$ cat src/rtl/tone_sequencer.sv
// Note-table walker that feeds the square-wave pulse generator with lengths, mute and phase restarts.
// Optional inter-note muted gap is compiled in with the SEQ_GAP_EN macro.
module tone_sequencer #(
    parameter int ADDR_W       = 8,
    parameter int TICK_DIV     = 50000,
    parameter int PERIOD_SHIFT = 4,
    parameter int GAP_TICKS    = 1
) (
    input  logic              clk,
    input  logic              reset,
    input  logic              start,
    input  logic              stop,
    input  logic              loop,
    input  logic [ADDR_W-1:0] start_addr,
    output logic [ADDR_W-1:0] rom_addr,
    input  logic [31:0]       rom_data,
    output logic [31:0]       length1,
    output logic [31:0]       length2,
    output logic              mute,
    output logic              pulse_rst,
    output logic              busy,
    output logic              done
);

`ifdef SEQ_GAP_EN
    typedef enum logic [2:0] {IDLE, FETCH, LOAD, PLAY, GAP} state_t;
`else
    typedef enum logic [1:0] {IDLE, FETCH, LOAD, PLAY} state_t;
`endif

    localparam int              PRE_W    = (TICK_DIV > 1) ? $clog2(TICK_DIV) : 1;
    localparam logic [PRE_W-1:0] PRE_LAST = PRE_W'(TICK_DIV - 1);

    state_t           state;
    logic [PRE_W-1:0] prescaler;
    logic [14:0]      dur_cnt;

    logic        is_end;
    logic [14:0] note_dur;
    logic [15:0] half;
    logic [31:0] note_len;
    logic        tick;

    assign is_end   = rom_data[31];
    assign note_dur = rom_data[30:16];
    assign half     = rom_data[15:0];
    assign note_len = ({16'd0, half} << PERIOD_SHIFT) - 32'd1;
    assign tick     = (prescaler == PRE_LAST);
    assign busy     = (state != IDLE);

    // stop outranks everything outside IDLE, including an end marker seen in LOAD
    always_ff @(posedge clk) begin
        if (reset) begin
            state     <= IDLE;
            rom_addr  <= '0;
            length1   <= 32'd0;
            length2   <= 32'd0;
            mute      <= 1'b1;
            pulse_rst <= 1'b0;
            done      <= 1'b0;
            prescaler <= '0;
            dur_cnt   <= 15'd0;
        end else begin
            pulse_rst <= 1'b0;
            done      <= 1'b0;
            if (stop && state != IDLE) begin
                state <= IDLE;
                mute  <= 1'b1;
            end else begin
                case (state)
                    IDLE: begin
                        if (start && !stop) begin
                            rom_addr <= start_addr;
                            state    <= FETCH;
                        end
                    end
                    FETCH: state <= LOAD;
                    LOAD: begin
                        if (is_end) begin
                            if (loop) begin
                                rom_addr <= start_addr;
                                state    <= FETCH;
                            end else begin
                                mute  <= 1'b1;
                                done  <= 1'b1;
                                state <= IDLE;
                            end
                        end else if (note_dur == 15'd0) begin
                            rom_addr <= rom_addr + ADDR_W'(1);
                            state    <= FETCH;
                        end else begin
                            if (half != 16'd0) begin
                                length1   <= note_len;
                                length2   <= note_len;
                                mute      <= 1'b0;
                                pulse_rst <= 1'b1;
                            end else begin
                                mute <= 1'b1;
                            end
                            prescaler <= '0;
                            dur_cnt   <= note_dur;
                            state     <= PLAY;
                        end
                    end
                    PLAY: begin
                        if (tick) begin
                            prescaler <= '0;
                            dur_cnt   <= dur_cnt - 15'd1;
                            if (dur_cnt == 15'd1) begin
                                rom_addr <= rom_addr + ADDR_W'(1);
`ifdef SEQ_GAP_EN
                                if (GAP_TICKS > 0) begin
                                    mute    <= 1'b1;
                                    dur_cnt <= 15'(GAP_TICKS);
                                    state   <= GAP;
                                end else begin
                                    state <= FETCH;
                                end
`else
                                state <= FETCH;
`endif
                            end
                        end else begin
                            prescaler <= prescaler + PRE_W'(1);
                        end
                    end
`ifdef SEQ_GAP_EN
                    GAP: begin
                        if (tick) begin
                            prescaler <= '0;
                            dur_cnt   <= dur_cnt - 15'd1;
                            if (dur_cnt == 15'd1) begin
                                state <= FETCH;
                            end
                        end else begin
                            prescaler <= prescaler + PRE_W'(1);
                        end
                    end
`endif
                    default: state <= IDLE;
                endcase
            end
        end
    end

endmodule

$ cat config.mk
export PLATFORM = sky130hd
export DESIGN_NAME = tone_sequencer
export DESIGN_NICKNAME = d
export VERILOG_FILES = /design/src/rtl/tone_sequencer.sv
export SDC_FILE = /design/constraint.sdc
export NUM_CORES = 1
export LEC_CHECK = 0
export BUFFER_PORTS_ARGS = -buffer_cell sky130_fd_sc_hd__buf_2
export CORE_UTILIZATION = 58
export CTS_BUF_LIST = sky130_fd_sc_hd__clkbuf_8
export CTS_CLUSTER_SIZE = 8
export DETAILED_ROUTE_END_ITERATION = 16
export PLACE_DENSITY = 0.88
export SYNTH_ARGS = -nofsm -noshare
export SYNTH_HDL_FRONTEND = slang
export SYNTH_SLANG_ARGS = --single-unit
$ cat constraint.sdc
create_clock -name clk -period 4.3 [get_ports clk]
set_clock_uncertainty 0.2 [all_clocks]
set_input_delay 0.86 -clock clk [delete_from_list [all_inputs] [get_ports clk]]
set_output_delay 0.86 -clock clk [all_outputs]
set_load 0.05 [all_outputs]
After elaboration in Yosys (flattened, before gate mapping)
Cells that the tools add are included.
{"block": "word_totals", "out_inout_bits": 76, "register_bits": 76, "input_bits": 45, "elab_cells": 76}
{"block": "classes", "muxes": 28, "reduce_logical": 18, "n_addsub": 4, "bitwise": 4, "eq_ne": 14}
{"op": "two-way mux 16 bit", "n": 3}
{"op": "two-way mux 8 bit", "n": 6}
{"op": "two-way mux 15 bit", "n": 3}
{"op": "case mux 16 bit (2 select lines)", "n": 1}
{"op": "case mux 15 bit (2 select lines)", "n": 1}
{"op": "case mux 8 bit (3 select lines)", "n": 1}
{"op": "subtractor 20 x 1 -> 21 bit (second input constant)", "n": 1}
{"op": "adder 16 x 1 -> 16 bit (second input constant)", "n": 1}
{"op": "== test 16 bit (second input constant)", "n": 1}
{"op": "nonzero test 16 bit", "n": 1}
{"op": "== test 15 x 1 -> 1 bit (second input constant)", "n": 1}
{"op": "zero test 15 bit", "n": 1}
{"op": "subtractor 15 x 1 -> 15 bit (second input constant)", "n": 1}
{"op": "inequality test 2 bit (second input constant)", "n": 7}
{"op": "two-way mux 2 bit", "n": 5}
{"op": "AND reduction 5 bit", "n": 2}
{"op": "adder 8 x 1 -> 8 bit (second input constant)", "n": 1}
{"op": "case mux 2 bit (4 select lines)", "n": 1}
{"op": "two-way mux 1 bit", "n": 7}
{"op": "AND reduction 7 bit", "n": 1}
{"op": "inequality test 3 bit (second input constant)", "n": 2}
{"op": "AND reduction 3 bit", "n": 2}
{"op": "OR reduction 5 bit", "n": 1}
{"op": "== test 2 bit (second input constant)", "n": 2}
{"op": "10 further kinds", "n": 15}

Depth between registers and ports, before layout
{"block": "logic_depth", "depth_word": 4, "depth_mapped": 10, "ltp_nobuf": 7}

Least setup slack after synthesis
OpenSTA, ideal clock, no wires.
{"block": "synth_path", "kind": "input to register", "startpoint": "in rom_data[0]", "endpoint": "reg length2[13]", "t_arrival_ps": 2288, "n_path_buf": 3, "setup_slack_ps": 1732, "path_stages": 10, "setup_ps": 80, "required_time_ps": 4020, "path_cell_list": "inv_1 -> ha_1 -> nor4b_1 -> nand4_2 -> nor2b_4 -> buf_6 -> and2_4 -> buf_6 -> buf_12 -> a211oi_2"}
{"block": "synth_via", "elab_chain_cells": 2, "word_cells_on_any_way": 3, "classes_between": "add/sub: 1; reduce/logical: 2"}
{"element": "start: declaration", "line_no": "16", "source": "input logic [31:0] rom_data,"}
{"element": "branches (longest 2 deep; another with subtractor 20 x 1 -> 21 bit)"}
{"element": "end signal: assignment", "line_no": "94", "source": "length2 <= note_len;"}
{"element": "end: declaration", "line_no": "18", "source": "output logic [31:0] length2,"}
Parallel ways; which one is timed is not known.
A chain may end at the register's enable or synchronous reset.

Final worst setup path
{"block": "layout_path", "startpoint": "reg state[1]", "endpoint": "reg prescaler[8]"}
{"block": "layout_via", "elab_chain_cells": 4, "word_cells_on_any_way": 10, "classes_between": "eq/ne: 4; mux: 1; bitwise: 1; reduce/logical: 4"}
{"element": "start: declaration", "line_no": "34", "source": "state_t state;"}
{"element": "start signal: assignment", "line_no": "54", "source": "state <= IDLE;"}
{"element": "start signal: assignment", "line_no": "67", "source": "state <= IDLE;"}
{"element": "start signal: assignment", "line_no": "74", "source": "state <= FETCH;"}
{"element": "branches (longest 4 deep; another with AND reduction 4 bit)"}
{"element": "end signal: assignment", "line_no": "124", "source": "prescaler <= prescaler + PRE_W'(1);"}
{"element": "end: declaration", "line_no": "35", "source": "logic [PRE_W-1:0] prescaler;"}
Parallel ways; which one is timed is not known.

==> results_dict.tcl <==
set metrics [dict create \
    status "complete, no violations" \
    grt_usage_pct 28.1 \
    clkPwrFrac_pct 34.5 \
    worst_setup_path_end_kind "flop" \
    finalHoldViolations 0 \
    io_pins 121 \
    cts.sinks 62 \
    cp.required_ns 4.36 \
    first_iter_violations 298 \
    worst_slew_pin_slew_ns 1.03 \
    post_cts_buffers 0 \
    worstSetupStartpointType "flop" \
    viasPerCell 6.22 \
    yosysWarningCount 0 \
    drc 0 \
    place_area_mm2 0.00431 \
    p_sw_share_pct 35.0 \
    path_cells "ha_1, buf_4, inv_1, a41oi_1, nand3b_1, buf_4, nand2_1, a21oi_1" \
    cts_root_buf "clkbuf_8" \
    areaGrowthSynthToFinish_pct 12.3 \
    grt_pass1_wl_mm 16.4 \
    antenna_found_initial 1 \
    insertion_delay_ns 0.35 \
    ctsResizeCount 0 \
    firstDrtPassIters 6 \
    post_drt_wl_per_cell_um 16.1 \
    peakVddDrop_mv 0.217 \
    first_global_vias 3527 \
    ys_seq_elements 62 \
    drv_cap 0 \
    routed_wl_mm 10.3 \
    netlist-cell-type-count 63 \
    htree_levels 3 \
    initial_core_util_pct 59.9 \
    fillers 567 \
    synthesis.area_mm2 0.00404 \
    hold_depth 2 \
    path_class "reg2reg" \
    synth_cells 492 \
    die-width_um 85.5 \
    num_vias 4000 \
    die_area_mm2 0.00731 \
    hpwl_mm 7.29 \
    grt_max_degree 44 \
    setup_viol 0 \
    synthArstFlopShare_pct 0 \
    pwr-share-comb_pct 27.5 \
    synth_area_leaders "dfxtp_1 31%, buf_4 8.5%, a21oi_1 5.9%" \
    timing.final.crit_share_pct 70.2 \
    coreArea_mm2 0.00676 \
    final_cell_mix "120 x buf_2, 62 x dfxtp_1, 48 x a21oi_1" \
    num_antenna_cells 0 \
    period_needed_ns 3.02 \
    die_h_um 85.5 \
    layout_commonest_cell "buf_2" \
    fin_area_mm2 0.00454 \
    ys_seq_area_share_pct 30.7 \
    syn_nets 547 \
    relSlewSlack_pct 30.8 \
    path_max_fanout 30 \
    tns_ns 0 \
    crit_buf_inv 3 \
    p_leak_nw 1.95 \
    slowest_stage "dfxtp_1" \
    path_delay_family "buffers and inverters" \
    grt_remaining_overflow 0 \
    gp_congestion 0.920 \
    ys.flop_type "dfxtp_1" \
    port_buffers 120 \
    clk_path_buf_depth 2 \
    cts_tree "yes" \
    ant_nets 0 \
    powerDensity_mw_per_mm2 382 \
    synth_top_cell_area_share_pct 30.7 \
    cpMostUsedCell "buf_4" \
    hold_path_class "reg2reg" \
    clkSlewWorstSetupHoldPaths_ns 0.07 \
    slew_viol_final 0 \
    crit_arrival_ns 3.08 \
    std_cell_rows 30 \
    fin_nets 613 \
    power_switching_mw 0.607 \
    crit_cells 8 \
    r2r_cells 8 \
    max_stage_delay_ns 0.41 \
    fmax_ghz 0.331 \
    drive_gt1_share_pct 28.8 \
    cts_buffers 9 \
    seqPwrFrac_pct 38.0 \
    synth_top_cell_by_area "dfxtp_1" \
    internal-power_mw 1.13 \
    synth_edf_count 0 \
    rsz0062_at_grt "no" \
    ctsHoldBuffers 0 \
    synth_area_per_cell_um2 8.22 \
]
layout make-up:
| class | instances | area (um2) | share of cell area [%] |
|---|---|---|---|
| Tap cell | 80 | 100 | 2.20 |
| Clock buffer | 12 | 165 | 3.64 |
| Multi-Input combinational cell | 348 | 2290 | 50.4 |
| Clock inverter | 4 | 68.8 | 1.52 |
| Timing Repair Buffer | 124 | 631 | 13.9 |
| Inverter | 13 | 48.8 | 1.07 |
| Sequential cell | 62 | 1240 | 27.3 |
cells in the mapped netlist (4+ instances only):
| cell type | instances |
|---|---|
| o32ai_1 | 7 |
| nor3_1 | 14 |
| xor2_1 | 17 |
| clkbuf_1 | 17 |
| ha_1 | 10 |
| xnor2_1 | 7 |
| o31ai_1 | 8 |
| inv_1 | 13 |
| nor2_1 | 34 |
| a21oi_1 | 48 |
| nor4_1 | 9 |
| dfxtp_1 | 62 |
| a31oi_1 | 5 |
| a211oi_2 | 11 |
| buf_4 | 46 |
| nor4b_1 | 4 |
| a311oi_1 | 5 |
| nand3_1 | 14 |
| and2_1 | 9 |
| o21ai_0 | 18 |
| nand2_1 | 38 |
| a211oi_1 | 5 |
| or3_1 | 5 |
| a21o_1 | 4 |
| and3_1 | 6 |
| nand4_1 | 16 |
| mux2i_1 | 4 |
per-layer routing:
metal	global-route usage (%)	part of all wire [%]	vias up
met4	11.5	2.5	2
met1	32.9	40	1880
met3	6.06	6.8	29
met5	0	0.097	-
li1	-	-	1888
met2	49.9	51	201
tightest hold or removal path, delay by kind of cell (launching register included):
kind | cells | cell delay, ns
DFF | 1 | 0.32
AOI/OAI and AO/OA | 2 | 0.11
registers in the layout (all words and copies together), names as in the netlist:
register and cells:
done 1, length2 18, mute 1, rom_addr 8, state 2, prescaler 16
pulse_rst 1, dur_cnt 15
final timing paths:
check                                     to                       start  slack [ns]
setup / recovery   prescaler[8]$_SDFFE_PP0P_       state[1]$_SDFFE_PP0P_        1.28
hold / removal    prescaler[13]$_SDFFE_PP0P_  prescaler[13]$_SDFFE_PP0P_        0.28
hold reg to reg   prescaler[13]$_SDFFE_PP0P_  prescaler[13]$_SDFFE_PP0P_        0.28
setup reg to reg   prescaler[8]$_SDFFE_PP0P_       state[1]$_SDFFE_PP0P_        1.28
cells by family after synthesis:
group                    count (synthesis)  share of synthesized area [%]
flip-flops                              62                           30.7
AND/OR/NAND/NOR                        181                           25.5
adder cells (fa/ha/maj)                 10                           3.09
AO/OA/AOI/OAI                          128                           21.5
buffers and inverters                   82                           12.7
XOR/XNOR                                24                           5.20
multiplexers                             5                           1.27
power groups by stage:
stage          Sequential [mW]  Clock (mW)  Combinational [mW]
2_1_floorplan            0.755           0               0.271
3_3_place_gp             0.669           0               0.453
3_5_place_dp             0.671           0               0.469
4_1_cts                  0.658       0.603               0.471
5_1_grt                  0.665       0.635               0.515
6_report                 0.659       0.599               0.478
stage by stage:
| step | util, % | total power, mW | worst slack (ns) | hold WS [ns] | std cells |
|---|---|---|---|---|---|
| 2_1_floorplan | - | 1.03 | 1.73 | 0.248 | 492 |
| 3_3_place_gp | 63.8 | 1.12 | 1.28 | 0.256 | 627 |
| 3_5_place_dp | 63.8 | 1.14 | 1.23 | 0.274 | 627 |
| 4_1_cts | 67.2 | 1.73 | 1.33 | 0.283 | 643 |
| 5_1_grt | 67.2 | 1.81 | 1.03 | 0.316 | 643 |
| 6_report | 67.2 | 1.74 | 1.28 | 0.285 | 643 |
No activity file was read; power rests on OpenSTA's default activity.
